File: src/rtl/change_dispenser_if.sv
// Request/sensor inputs and hopper/status outputs of the coin-return back end.
interface change_dispenser_if;
  logic [1:0] chg_cnt;
  logic       coin_sense;
  logic       eject;
  logic       busy;
  logic       fault;
  logic       ovf;
  logic       spur;
  logic [7:0] coins_out;

  modport master (
    output chg_cnt, coin_sense,
    input  eject, busy, fault, ovf, spur, coins_out
  );

  modport slave (
    input  chg_cnt, coin_sense,
    output eject, busy, fault, ovf, spur, coins_out
  );
endinterface

File: src/rtl/change_dispenser.sv
// Queues change requests and ejects one coin per pulse, confirming each with the drop sensor.
// First eject two cycles after a request; requests arriving at a full FIFO are dropped and flagged.
module change_dispenser #(
  parameter int PULSE_W = 4,
  parameter int GAP_W   = 4,
  parameter int TIMEOUT = 64,
  parameter int DEPTH   = 4
) (
  input  logic              clk,
  input  logic              rst,
  change_dispenser_if.slave bus
);

  localparam int AW   = $clog2(DEPTH);
  localparam int CMAX = (TIMEOUT > PULSE_W) ? ((TIMEOUT > GAP_W) ? TIMEOUT : GAP_W)
                                            : ((PULSE_W > GAP_W) ? PULSE_W : GAP_W);
  localparam int CW   = $clog2(CMAX + 1);

  localparam logic [CW-1:0] P_LAST = CW'(PULSE_W - 1);
  localparam logic [CW-1:0] G_LAST = CW'(GAP_W - 1);
  localparam logic [CW-1:0] T_LAST = CW'(TIMEOUT);
  localparam logic [CW-1:0] C_ONE  = CW'(1);

  localparam logic [2:0] S_IDLE  = 3'd0;
  localparam logic [2:0] S_EJECT = 3'd1;
  localparam logic [2:0] S_WAIT  = 3'd2;
  localparam logic [2:0] S_GAP   = 3'd3;
  localparam logic [2:0] S_FAULT = 3'd4;

  logic [2:0]    state_q, state_d;
  logic [CW-1:0] cnt_q, cnt_d;
  logic          got_q, got_d;
  logic [1:0]    remain_q, remain_d;
  logic [AW:0]   wptr_q, rptr_q;
  logic [1:0]    mem_q [DEPTH];
  logic          eject_q, fault_q, ovf_q, spur_q;
  logic [7:0]    coins_q;

  logic empty, full, pop, push_req, push, drop, count_coin, spur_set, got_now;

  // Pointers carry one wrap bit so full and empty are distinguishable.
  assign empty    = (wptr_q == rptr_q);
  assign full     = (wptr_q[AW] != rptr_q[AW]) && (wptr_q[AW-1:0] == rptr_q[AW-1:0]);
  assign pop      = (state_q == S_IDLE) && !empty;
  assign push_req = (bus.chg_cnt != 2'd0);
  assign push     = push_req && (!full || pop);
  assign drop     = push_req && full && !pop;
  assign spur_set = bus.coin_sense &&
                    ((state_q == S_IDLE) || (state_q == S_GAP) || (state_q == S_FAULT));
  assign got_now  = got_q || bus.coin_sense;

  always_comb begin
    state_d    = state_q;
    cnt_d      = cnt_q;
    got_d      = got_q;
    remain_d   = remain_q;
    count_coin = 1'b0;
    case (state_q)
      S_IDLE: begin
        if (!empty) begin
          state_d  = S_EJECT;
          cnt_d    = '0;
          got_d    = 1'b0;
          remain_d = mem_q[rptr_q[AW-1:0]];
        end
      end
      S_EJECT: begin
        if (cnt_q == P_LAST) begin
          got_d = 1'b0;
          if (got_now) begin
            count_coin = 1'b1;
            state_d    = S_GAP;
            cnt_d      = '0;
          end else begin
            state_d = S_WAIT;
            cnt_d   = C_ONE;
          end
        end else begin
          cnt_d = cnt_q + C_ONE;
          got_d = got_now;
        end
      end
      S_WAIT: begin
        // A sensor pulse in the final counted cycle still beats the timeout.
        if (bus.coin_sense) begin
          count_coin = 1'b1;
          state_d    = S_GAP;
          cnt_d      = '0;
        end else if (cnt_q == T_LAST) begin
          state_d = S_FAULT;
        end else begin
          cnt_d = cnt_q + C_ONE;
        end
      end
      S_GAP: begin
        if (cnt_q == G_LAST) begin
          state_d = (remain_q != 2'd0) ? S_EJECT : S_IDLE;
          cnt_d   = '0;
          got_d   = 1'b0;
        end else begin
          cnt_d = cnt_q + C_ONE;
        end
      end
      S_FAULT: begin
        state_d = S_FAULT;
      end
      default: begin
        state_d = S_IDLE;
      end
    endcase
    if (count_coin) begin
      remain_d = remain_q - 2'd1;
    end
  end

  always_ff @(posedge clk or negedge rst) begin
    if (!rst) begin
      state_q  <= S_IDLE;
      cnt_q    <= '0;
      got_q    <= 1'b0;
      remain_q <= 2'd0;
      wptr_q   <= '0;
      rptr_q   <= '0;
      eject_q  <= 1'b0;
      fault_q  <= 1'b0;
      ovf_q    <= 1'b0;
      spur_q   <= 1'b0;
      coins_q  <= 8'd0;
    end else begin
      state_q  <= state_d;
      cnt_q    <= cnt_d;
      got_q    <= got_d;
      remain_q <= remain_d;
      eject_q  <= (state_d == S_EJECT);
      fault_q  <= (state_d == S_FAULT);
      if (push) begin
        wptr_q <= wptr_q + 1'b1;
      end
      if (pop) begin
        rptr_q <= rptr_q + 1'b1;
      end
      if (drop) begin
        ovf_q <= 1'b1;
      end
      if (spur_set) begin
        spur_q <= 1'b1;
      end
      if (count_coin) begin
        coins_q <= coins_q + 8'd1;
      end
    end
  end

  always_ff @(posedge clk) begin
    if (push) begin
      mem_q[wptr_q[AW-1:0]] <= bus.chg_cnt;
    end
  end

  assign bus.eject     = eject_q;
  assign bus.busy      = (state_q != S_IDLE) || !empty;
  assign bus.fault     = fault_q;
  assign bus.ovf       = ovf_q;
  assign bus.spur      = spur_q;
  assign bus.coins_out = coins_q;

endmodule

File: src/flat_wrapper.sv
// flat-port wrapper written by rule: the top's interface ports become plain ports
module change_dispenser_flat 
#(
  parameter int PULSE_W = 4,
  parameter int GAP_W   = 4,
  parameter int TIMEOUT = 64,
  parameter int DEPTH   = 4
)
  (clk, rst, bus_chg_cnt, bus_coin_sense, bus_eject, bus_busy, bus_fault, bus_ovf, bus_spur, bus_coins_out);
  change_dispenser_if bus_i ();
  input  logic clk;
  input  logic rst;
  input wire logic [$bits(bus_i.chg_cnt)-1:0] bus_chg_cnt;
  input wire logic [$bits(bus_i.coin_sense)-1:0] bus_coin_sense;
  output wire logic [$bits(bus_i.eject)-1:0] bus_eject;
  output wire logic [$bits(bus_i.busy)-1:0] bus_busy;
  output wire logic [$bits(bus_i.fault)-1:0] bus_fault;
  output wire logic [$bits(bus_i.ovf)-1:0] bus_ovf;
  output wire logic [$bits(bus_i.spur)-1:0] bus_spur;
  output wire logic [$bits(bus_i.coins_out)-1:0] bus_coins_out;
  assign bus_i.chg_cnt = bus_chg_cnt;
  assign bus_i.coin_sense = bus_coin_sense;
  assign bus_eject = bus_i.eject;
  assign bus_busy = bus_i.busy;
  assign bus_fault = bus_i.fault;
  assign bus_ovf = bus_i.ovf;
  assign bus_spur = bus_i.spur;
  assign bus_coins_out = bus_i.coins_out;
  change_dispenser #(.PULSE_W(PULSE_W), .GAP_W(GAP_W), .TIMEOUT(TIMEOUT), .DEPTH(DEPTH)) u_core (.clk(clk), .rst(rst), .bus(bus_i));
endmodule
File: config.mk
export PLATFORM = sky130hd
export DESIGN_NAME = change_dispenser_flat
export DESIGN_NICKNAME = d
export VERILOG_FILES = /design/src/rtl/change_dispenser_if.sv /design/src/rtl/change_dispenser.sv /design/src/flat_wrapper.sv
export SDC_FILE = /design/constraint.sdc
export NUM_CORES = 1
export LEC_CHECK = 0
export ABC_AREA = 1
export CAP_MARGIN = 40
export CORE_ASPECT_RATIO = 1.4
export CORE_MARGIN = 4
export CORE_UTILIZATION = 60
export CTS_CLUSTER_DIAMETER = 120
export DETAILED_ROUTE_END_ITERATION = 8
export DONT_BUFFER_PORTS = 1
export PLACE_DENSITY = 0.84
export SLEW_MARGIN = 20
export SYNTH_ARGS = -nofsm -noshare
export SYNTH_HDL_FRONTEND = slang
export SYNTH_SLANG_ARGS = --single-unit
File: constraint.sdc
create_clock -name clk -period 2.25 [get_ports clk]
set_clock_uncertainty 0.15 [all_clocks]
set_input_delay 0.3375 -clock clk [delete_from_list [all_inputs] [get_ports clk]]
set_output_delay 0.3375 -clock clk [all_outputs]
set_load 0.01 [all_outputs]
==> run summary, run 1 <==
post-synthesis cell area: 0.00219 mm²
Pleak: 1.21 nW
pwr/cell area: 669 mW/mm²
Crit. End Element: primary output
FP Rows: 25
reg2reg setup slack: 0.35 ns
Sink Count: 39
setup tns final: 0 ns
Syn Nets: 284
sequential area share after synthesis: 46.3%
Antenna Diode Count: 0
r2r startpoint: u_core.state_q[0]$_DFF_PN0_
crit start category: flop
drt via density: 5.47
Worst Path Max Fanout: 7
root buf cell: clkbuf_8
final hold viol count: 0
synthesis-stage register bit count: 39
routed len/inst: 13.3 µm
Critical Path AT: 1.46 ns
layout cell share with drive strength beyond 1: 10.0%
post-synthesis cell count: 270
CP max stage cell: dfrtp_1
Placer Congestion: 0.941
Via Count: 1,750
DRC viols: 0
power after layout: 1.59 mW
synth warn: 0
clk_lat worst skew: 0.29 ns
Initial Util: 63.7%
Fmax: 0.513 GHz
Peak VDD IR: 0.907 mV
final worst setup slack: 0.299 ns
slowest stage delay, CP: 0.45 ns
unrepaired setup endpoints after global routing: false
post-CTS setup buffers: 0
metal3 WL: 223 µm
core outline area: 0.00344 mm²
Final period util: 86.7%
status: complete, no violations
CP Cell Sequence: inv_2 -> nand2_2 -> nor2_4 -> nand4_1
Final Setup Violations: 0
Total GRT Usage: 21.2%
synthesized area per cell: 8.12 µm²
Num CTS Buffers: 5
Worst Reg2Reg Path Length in Cells: 7
Routed Antenna Nets: 0
Met2 Wirelength: 2240 µm
H-tree levels: 2
WHS Path Cells: 2
grt ovf: 0
commonest non-fill, non-tap cell in the layout: nand2_1
Die X: 59.1 µm
drt first pass iters: 4
most frequent cells in the layout: nand2_1, inv_1, dfrtp_1, nand3_1, nor2_1
Chip Height: 79.5 µm
max_cap viols: 0
Placement Setup Slack: 0.374 ns
worst r2r dst: u_core.mem_q[3][0]$_DFFE_PP_
drt initial violations: 137
Hold/Removal Path Class: primary input to flop
Nets: 293
clk slew on worst S/H paths: 0.07 ns
crit path time final: 1.95 ns
deepest clock path buffer count: 2
die area: 0.00470 mm²
wl on met1: 1650 µm
Max transition margin: 77.1%
Req. time, crit path: 1.76 ns
Slew Viols, Final: 0
routed wire length: 4250 µm
PortBufs: 0
Worst Tran Pin Value: 0.342 ns
synth unique cells: 29
Hold Crit Start: bus_chg_cnt[0]
DP HPWL: 3170 µm
I/O Pins: 18
hold-critical path endpoint: u_core.bus.ovf$_DFFE_PN0P_
first-pass GRT wire length: 7560 µm
initial antenna violation count: 0
vias in the first global route: 1,783
Layout Area Growth over Synthesis: 8.16%
CTS tree: yes
Crit Path Class: flop to primary output
uppermost layer routed: met4
largest net degree at the start of global routing: 32
## synth_stat cells
master	count	area, µm²
nand2_1	68	255
inv_1	37	139
dfrtp_1	31	776
nand3_1	30	150
nor2_1	26	97.6
ha_1	9	113
xor2_1	9	78.8
edfxtp_1	8	240
a21oi_1	6	30.0
nand4_1	6	37.5
inv_2	5	18.8
nand2_2	5	31.3
o21ai_0	5	25.0
o21ai_1	5	25.0
nor2_2	2	12.5
o2111ai_1	2	17.5
o22ai_1	2	12.5
or2_2	2	12.5
xnor2_2	2	32.5
buf_2	1	5.00
buf_4	1	7.51
buf_6	1	11.3
nand3_2	1	10.0
nor2_4	1	11.3
nor3_1	1	5.00
nor3_4	1	16.3
o21bai_1	1	7.51
or2_1	1	6.26
xnor2_1	1	8.76
## power by group
part	internal [mW]	switching, mW
registers	0.800	0.0392
clock network	0.251	0.237
logic	0.0894	0.169
## metal layers
layer / vias up / global-route usage, %
met1: 819 / 23.2
met3: 13 / 5.66
met2: 42 / 37.2
li1: 876 / -
met5: - / 0
met4: 0 / 9.52
## worst max-delay path by stage
stage                                     start                             endpoint  slack, ns  depth (start not counted)
floorplan           u_core.cnt_q[0]$_DFFE_PN0P_  u_core.bus.coins_out[5]$_DFFE_PN0P_       0.60                          8
global placement    u_core.state_q[0]$_DFF_PN0_         u_core.mem_q[3][0]$_DFFE_PP_       0.37                          7
detailed placement  u_core.state_q[0]$_DFF_PN0_         u_core.mem_q[3][0]$_DFFE_PP_       0.37                          7
CTS                 u_core.state_q[0]$_DFF_PN0_                             bus_busy       0.30                          4
global route        u_core.state_q[0]$_DFF_PN0_         u_core.mem_q[3][0]$_DFFE_PP_       0.19                          7
finish              u_core.state_q[0]$_DFF_PN0_                             bus_busy       0.30                          4
## worst max-delay path: cells and delay by family (launching register included)
kind / cells / cell delay, ns
DFF: 1 / 0.45
buffers and inverters: 1 / 0.14
and+or+nand+nor: 3 / 0.59
## registers in the layout, summed over array words and instances, names as in the netlist
register              flops
u_core.bus.fault          1
u_core.cnt_q              7
u_core.wptr_q             3
u_core.got_q              1
u_core.bus.ovf            1
u_core.bus.eject          1
u_core.rptr_q             3
u_core.bus.coins_out      8
u_core.state_q            3
u_core.mem_q              8
u_core.remain_q           2
u_core.bus.spur           1
## stage by stage
stage               hold slack [ns]  utilization (%)  area [µm²]  std cells
finish                        0.101             68.9        2370        320
global route                  0.132             68.9        2370        320
CTS                           0.101             68.9        2370        320
detailed placement           -0.107             64.7        2230        308
global placement             -0.107             64.7        2230        308
floorplan                    -0.108                -        2190        270
## kinds of logic (layout without fill, tap and decap cells)
group                    after synthesis  in the layout  synth area share [%]
AND/OR/NAND/NOR                      144            144                  29.4
AO/OA/AOI/OAI                         21             21                  5.36
adder cells (fa/ha/maj)                9              9                  5.13
buffers and inverters                 45             55                  8.27
flip-flops                            39             39                  46.3
XOR/XNOR                              12             12                  5.48
## timing repair
item / CTS / global route
gates resized for setup: 0 / 0
hold buffers: 4 / 0
endpoints found under the hold margin: 39 / 0
## layout make-up
class / instances / area (µm²)
Clock buffer: 7 / 86.3
Clock inverter: 1 / 8.76
Tap cell: 40 / 50.0
Inverter: 42 / 158
Sequential cell: 39 / 1020
Multi-Input combinational cell: 186 / 996
Fill cell: 281 / 1070
Timing Repair Buffer: 5 / 57.6
No activity file was read; power rests on OpenSTA's default activity.
==> run 2: changes to the inputs <==
--- a/config.mk
+++ b/config.mk
@@ -10,6 +10,7 @@
 export CORE_ASPECT_RATIO = 1.4
 export CORE_MARGIN = 4
 export CORE_UTILIZATION = 60
+export CTS_BUF_LIST = sky130_fd_sc_hd__clkbuf_16
 export CTS_CLUSTER_DIAMETER = 120
 export DETAILED_ROUTE_END_ITERATION = 8
 export DONT_BUFFER_PORTS = 1
==> run summary, run 2 (same netlist as run 1, synthesis figures left out) <==
Layout Area Growth over Synthesis: 10.3%
Slew Viols, Final: 0 (unchanged)
Sink Count: 39 (unchanged)
final worst setup slack: 0.311 ns (+0.0120 ns)
Via Count: 1,764 (+0.80%)
FP Rows: 25 (unchanged)
pwr/cell area: 730 mW/mm² (+9.2%)
Req. time, crit path: 1.76 ns (about the same)
Chip Height: 79.5 µm (unchanged)
drt initial violations: 122 (-11%)
worst hold margin: 0.115 ns (+0.0132 ns)
Placement Setup Slack: 0.374 ns (unchanged)
initial antenna violation count: 0 (unchanged)
DRC viols: 0 (unchanged)
Hold/Removal Path Class: primary input to flop
crit start category: flop
Peak VDD IR: 0.836 mV (-7.8%)
final instance area: 0.00242 mm² (+2.0%)
drt first pass iters: 4 (unchanged)
Fmax: 0.516 GHz (+0.62%)
Final period util: 86.2% (-0.53 points)
routed len/inst: 13.6 µm (+2.0%)
power after layout: 1.77 mW (+11%)
core outline area: 0.00344 mm² (unchanged)
unrepaired setup endpoints after global routing: false
routed wire length: 4340 µm (+2.0%)
Nets: 293 (unchanged)
Final Setup Violations: 0 (unchanged)
Total GRT Usage: 21.8% (+0.67 points)
deepest clock path buffer count: 2 (unchanged)
setup tns final: 0 ns (unchanged)
Critical Path AT: 1.45 ns (about the same)
post-placement cell area: 0.00223 mm² (unchanged)
PortBufs: 0 (unchanged)
Fillers: 275 (-2.1%)
Num CTS Buffers: 5 (unchanged)
H-tree levels: 2 (unchanged)
clk slew on worst S/H paths: 0.05 ns (-0.02 ns)
Worst Path Max Fanout: 7 (unchanged)
most frequent cells in the layout: nand2_1, inv_1, dfrtp_1, nand3_1, nor2_1
Crit Path Class: flop to primary output
CTS tree: yes
first-pass GRT wire length: 7690 µm (+1.7%)
commonest non-fill, non-tap cell in the layout: nand2_1
drt via density: 5.51 (+0.80%)
vias in the first global route: 1,815 (+1.8%)
Pleak: 1.24 nW (+2.0%)
status: complete, no violations
max_cap viols: 0 (unchanged)
I/O Pins: 18 (unchanged)
Max transition margin: 76.8% (-0.31 points)
Initial Util: 63.7% (unchanged)
root buf cell: clkbuf_16
clk_lat worst skew: 0.28 ns (about the same)
final hold viol count: 0 (unchanged)
Die X: 59.1 µm (unchanged)
grt ovf: 0 (unchanged)
crit path time final: 1.94 ns (-0.0120 ns)
layout cell share with drive strength beyond 1: 9.64% (-0.36 points)
Placer Congestion: 0.941 (unchanged)
Routed Antenna Nets: 0 (unchanged)
DP HPWL: 3170 µm (unchanged)
Crit. End Element: primary output
Worst Tran Pin Value: 0.346 ns (+0.00457 ns)
final non-filler cell total: 320 (unchanged)
Post-Place Cells: 308 (unchanged)
Core Util, Final: 70.3% (+1.3 points)
Antenna Diode Count: 0 (unchanged)
largest net degree at the start of global routing: 32 (unchanged)
die area: 0.00470 mm² (unchanged)
-- run 2: changes by cell type in the layout (fill, tap and decap cells not counted) --
| cell | change |
|---|---|
| clkbuf_8 | -6 |
| inv_1 | +1 |
| clkbuf_1 | -1 |
| clkinv_1 | +1 |
| clkbuf_16 | +5 |
-- run 2: what timing repair did --
item | CTS | global route
endpoints found under the hold margin | 39 | 0
hold buffers | 4 | 0
resized for setup | 0 | 0
buffers inserted | 0 | 0
-- run 2: final timing paths --
check / slack [ns] / depth (start not counted) / endpoint / start
hold / removal: 0.11 / 2 / u_core.bus.ovf$_DFFE_PN0P_ / bus_chg_cnt[0]
hold reg to reg: 0.33 / 2 / u_core.got_q$_DFFE_PN0P_ / u_core.got_q$_DFFE_PN0P_
min in group asynchronous: 0.36 / 2 / u_core.cnt_q[4]$_DFFE_PN0P_ / rst
max in group asynchronous: 1.43 / 2 / u_core.rptr_q[0]$_DFFE_PN0P_ / rst
setup reg to reg: 0.34 / 7 / u_core.mem_q[3][0]$_DFFE_PP_ / u_core.state_q[0]$_DFF_PN0_
setup / recovery: 0.31 / 4 / bus_busy / u_core.state_q[0]$_DFF_PN0_
-- run 2: per-layer routing --
| layer | up-vias | wire length (µm) | share of wire (%) | GRT usage [%] |
|---|---|---|---|---|
| met4 | 0 | 139 | 3.2 | 11.8 |
| met3 | 16 | 217 | 5.0 | 5.99 |
| met5 | - | 0 | 0 | 0 |
| li1 | 878 | - | - | - |
| met1 | 830 | 1660 | 38 | 23.3 |
| met2 | 40 | 2320 | 53 | 37.9 |
-- run 2: layout make-up --
cell class              count  area, µm²  share of cell area [%]
multi-input cells         186        996                    41.2
repair buffers              5       57.6                    2.38
clock inverters             3       16.3                   0.673
well taps                  40       50.0                    2.07
flip-flops and latches     39       1020                    42.0
clock buffers               5        125                    5.17
inverters                  42        158                    6.52
-- run 2: worst max-delay path, cell delays in order, from the launching register on --
cell	delay, ns
dfrtp_1	0.44
inv_2	0.14
nand2_2	0.10
nor2_4	0.17
nand4_1	0.32
-- run 2: where the power goes --
group,switching [mW],internal [mW]
sequential,0.0388,0.802
combinational,0.173,0.0898
clock,0.259,0.404
total,0.471,1.30
==> run 3: changes to the inputs <==
==> constraint.sdc (replaced) <==
create_clock -name clk -period 1.8 [get_ports clk]
set_clock_uncertainty 0.15 [all_clocks]
set_input_delay 0.27 -clock clk [delete_from_list [all_inputs] [get_ports clk]]
set_output_delay 0.27 -clock clk [all_outputs]
set_load 0.01 [all_outputs]
==> run summary, run 3 (same netlist as run 1, synthesis figures left out) <==
Num CTS Buffers: 5 (unchanged)
CP Cell Sequence: inv_2 -> nand2_4 -> nor2_4 -> nand4_1 -> buf_4
Antenna Diode Count: 0 (unchanged)
Final Setup Violations: 0 (unchanged)
crit path time final: 1.79 ns
Die X: 59.1 µm (unchanged)
final hold viol count: 0 (unchanged)
vias in the first global route: 1,971 (+8.6%)
crit start category: flop
Nets: 310 (+5.8%)
Fmax: 0.559 GHz
I/O Pins: 18 (unchanged)
final non-filler cell total: 337 (+5.3%)
setup tns final: 0 ns (unchanged)
deepest clock path buffer count: 2 (unchanged)
clk_lat worst skew: 0.28 ns (about the same)
Worst Path Max Fanout: 4 (-3)
Crit Path Class: flop to primary output
worst hold margin: 0.0463 ns (-0.0683 ns)
Worst Tran Pin Value: 0.348 ns (+0.00187 ns)
status: complete, no violations
core outline area: 0.00344 mm² (unchanged)
drt via density: 5.46 (-0.95%)
Sink Count: 39 (unchanged)
DRC viols: 0 (unchanged)
max_cap viols: 0 (unchanged)
H-tree levels: 2 (unchanged)
Crit. End Element: primary output
Peak VDD IR: 0.890 mV (+6.5%)
root buf cell: clkbuf_16
routed wire length: 5140 µm (+18%)
Post-Place Cells: 319 (+3.6%)
die area: 0.00470 mm² (unchanged)
Chip Height: 79.5 µm (unchanged)
routed len/inst: 15.2 µm (+12%)
Placer Congestion: 0.923 (-1.9%)
Layout Area Growth over Synthesis: 19.5%
largest net degree at the start of global routing: 32 (unchanged)
DP HPWL: 3520 µm (+11%)
layout cell share with drive strength beyond 1: 19.5% (+9.9 points)
Req. time, crit path: 1.38 ns (-0.38 ns)
drt initial violations: 202 (+66%)
CTS tree: yes
CP max stage cell: dfrtp_1
Via Count: 1,840 (+4.3%)
Hold/Removal Path Class: primary input to flop
Total GRT Usage: 23.7% (+1.8 points)
most frequent cells in the layout: nand2_1, inv_1, nand3_1, dfrtp_1, nor2_1
Core Util, Final: 76.1% (+5.9 points)
pwr/cell area: 927 mW/mm² (+27%)
grt ovf: 0 (unchanged)
initial antenna violation count: 0 (unchanged)
Slew Viols, Final: 0 (unchanged)
clk slew on worst S/H paths: 0.06 ns (about the same)
Routed Antenna Nets: 0 (unchanged)
commonest non-fill, non-tap cell in the layout: nand2_1
reg2reg setup slack: 0.04 ns (-0.30 ns)
Initial Util: 63.7% (unchanged)
slowest stage delay, CP: 0.44 ns (about the same)
first-pass GRT wire length: 8270 µm (+7.4%)
Final period util: 99.3%
FP Rows: 25 (unchanged)
PortBufs: 0 (unchanged)
Pleak: 1.35 nW (+9.0%)
drt first pass iters: 4 (unchanged)
Max transition margin: 76.7% (-0.13 points)
Critical Path AT: 1.37 ns (-0.08 ns)
Fillers: 239 (-13%)
## run 3: stage by stage
stage / cell area (µm²) / power [mW] / worst slack [ns]
6_report: 2620 / 2.43 / 0.0120
5_1_grt: 2620 / 2.54 / -0.0881
4_1_cts: 2560 / 2.40 / 0.00930
3_5_place_dp: 2310 / 1.39 / -0.0888
3_3_place_gp: 2310 / 1.36 / -0.0569
2_1_floorplan: 2190 / 1.30 / 0.149
## run 3: critical path: cells and delay by family (launching register included)
kind | cells | cell delay [ns]
AND/OR/NAND/NOR | 3 | 0.35
flip-flops | 1 | 0.44
buffers and inverters | 2 | 0.29
## run 3: worst paths after layout
kind                                                  start                          end  cells past startpoint
max in group asynchronous                               rst  u_core.state_q[0]$_DFF_PN0_                      2
worst min register to register     u_core.got_q$_DFFE_PN0P_     u_core.got_q$_DFFE_PN0P_                      2
worst max-delay path            u_core.state_q[1]$_DFF_PN0_                     bus_busy                      5
min in group asynchronous                               rst     u_core.got_q$_DFFE_PN0P_                      2
worst min-delay path                         bus_chg_cnt[0]   u_core.bus.ovf$_DFFE_PN0P_                      2
worst max register to register  u_core.state_q[2]$_DFF_PN0_  u_core.cnt_q[4]$_DFFE_PN0P_                      9
## run 3: final cells by class
class                           count  area, µm²  area share (%)
Timing Repair Buffer               22        185            7.07
Inverter                           42        160            6.11
Clock buffer                        5        125            4.78
Sequential cell                    39       1020            38.9
Multi-Input combinational cell    186       1040            39.7
Tap cell                           40       50.0            1.91
Clock inverter                      3       38.8            1.48
## run 3: per-layer routing
metal | up-vias | global-route usage (%) | routed length (µm)
met4 | 0 | 12.9 | 185
met5 | - | 0 | 0
met1 | 867 | 23.5 | 1920
met3 | 17 | 5.66 | 220
met2 | 47 | 43.4 | 2810
li1 | 909 | - | -
## run 3: timing repair
| action | CTS | global route |
|---|---|---|
| setup buffers | 3 | 3 |
| setup endpoints to repair | 15 | 27 |
| pin swaps | 2 | 2 |
| hold buffers | 4 | 0 |
| endpoints found under the hold margin | 39 | 0 |
| gates resized for setup | 5 | 13 |
## run 3: power by group
group          internal, mW  total [mW]  switching [mW]
Sequential             1.00        1.06          0.0587
Clock                 0.646       0.978           0.331
Combinational         0.139       0.389           0.251
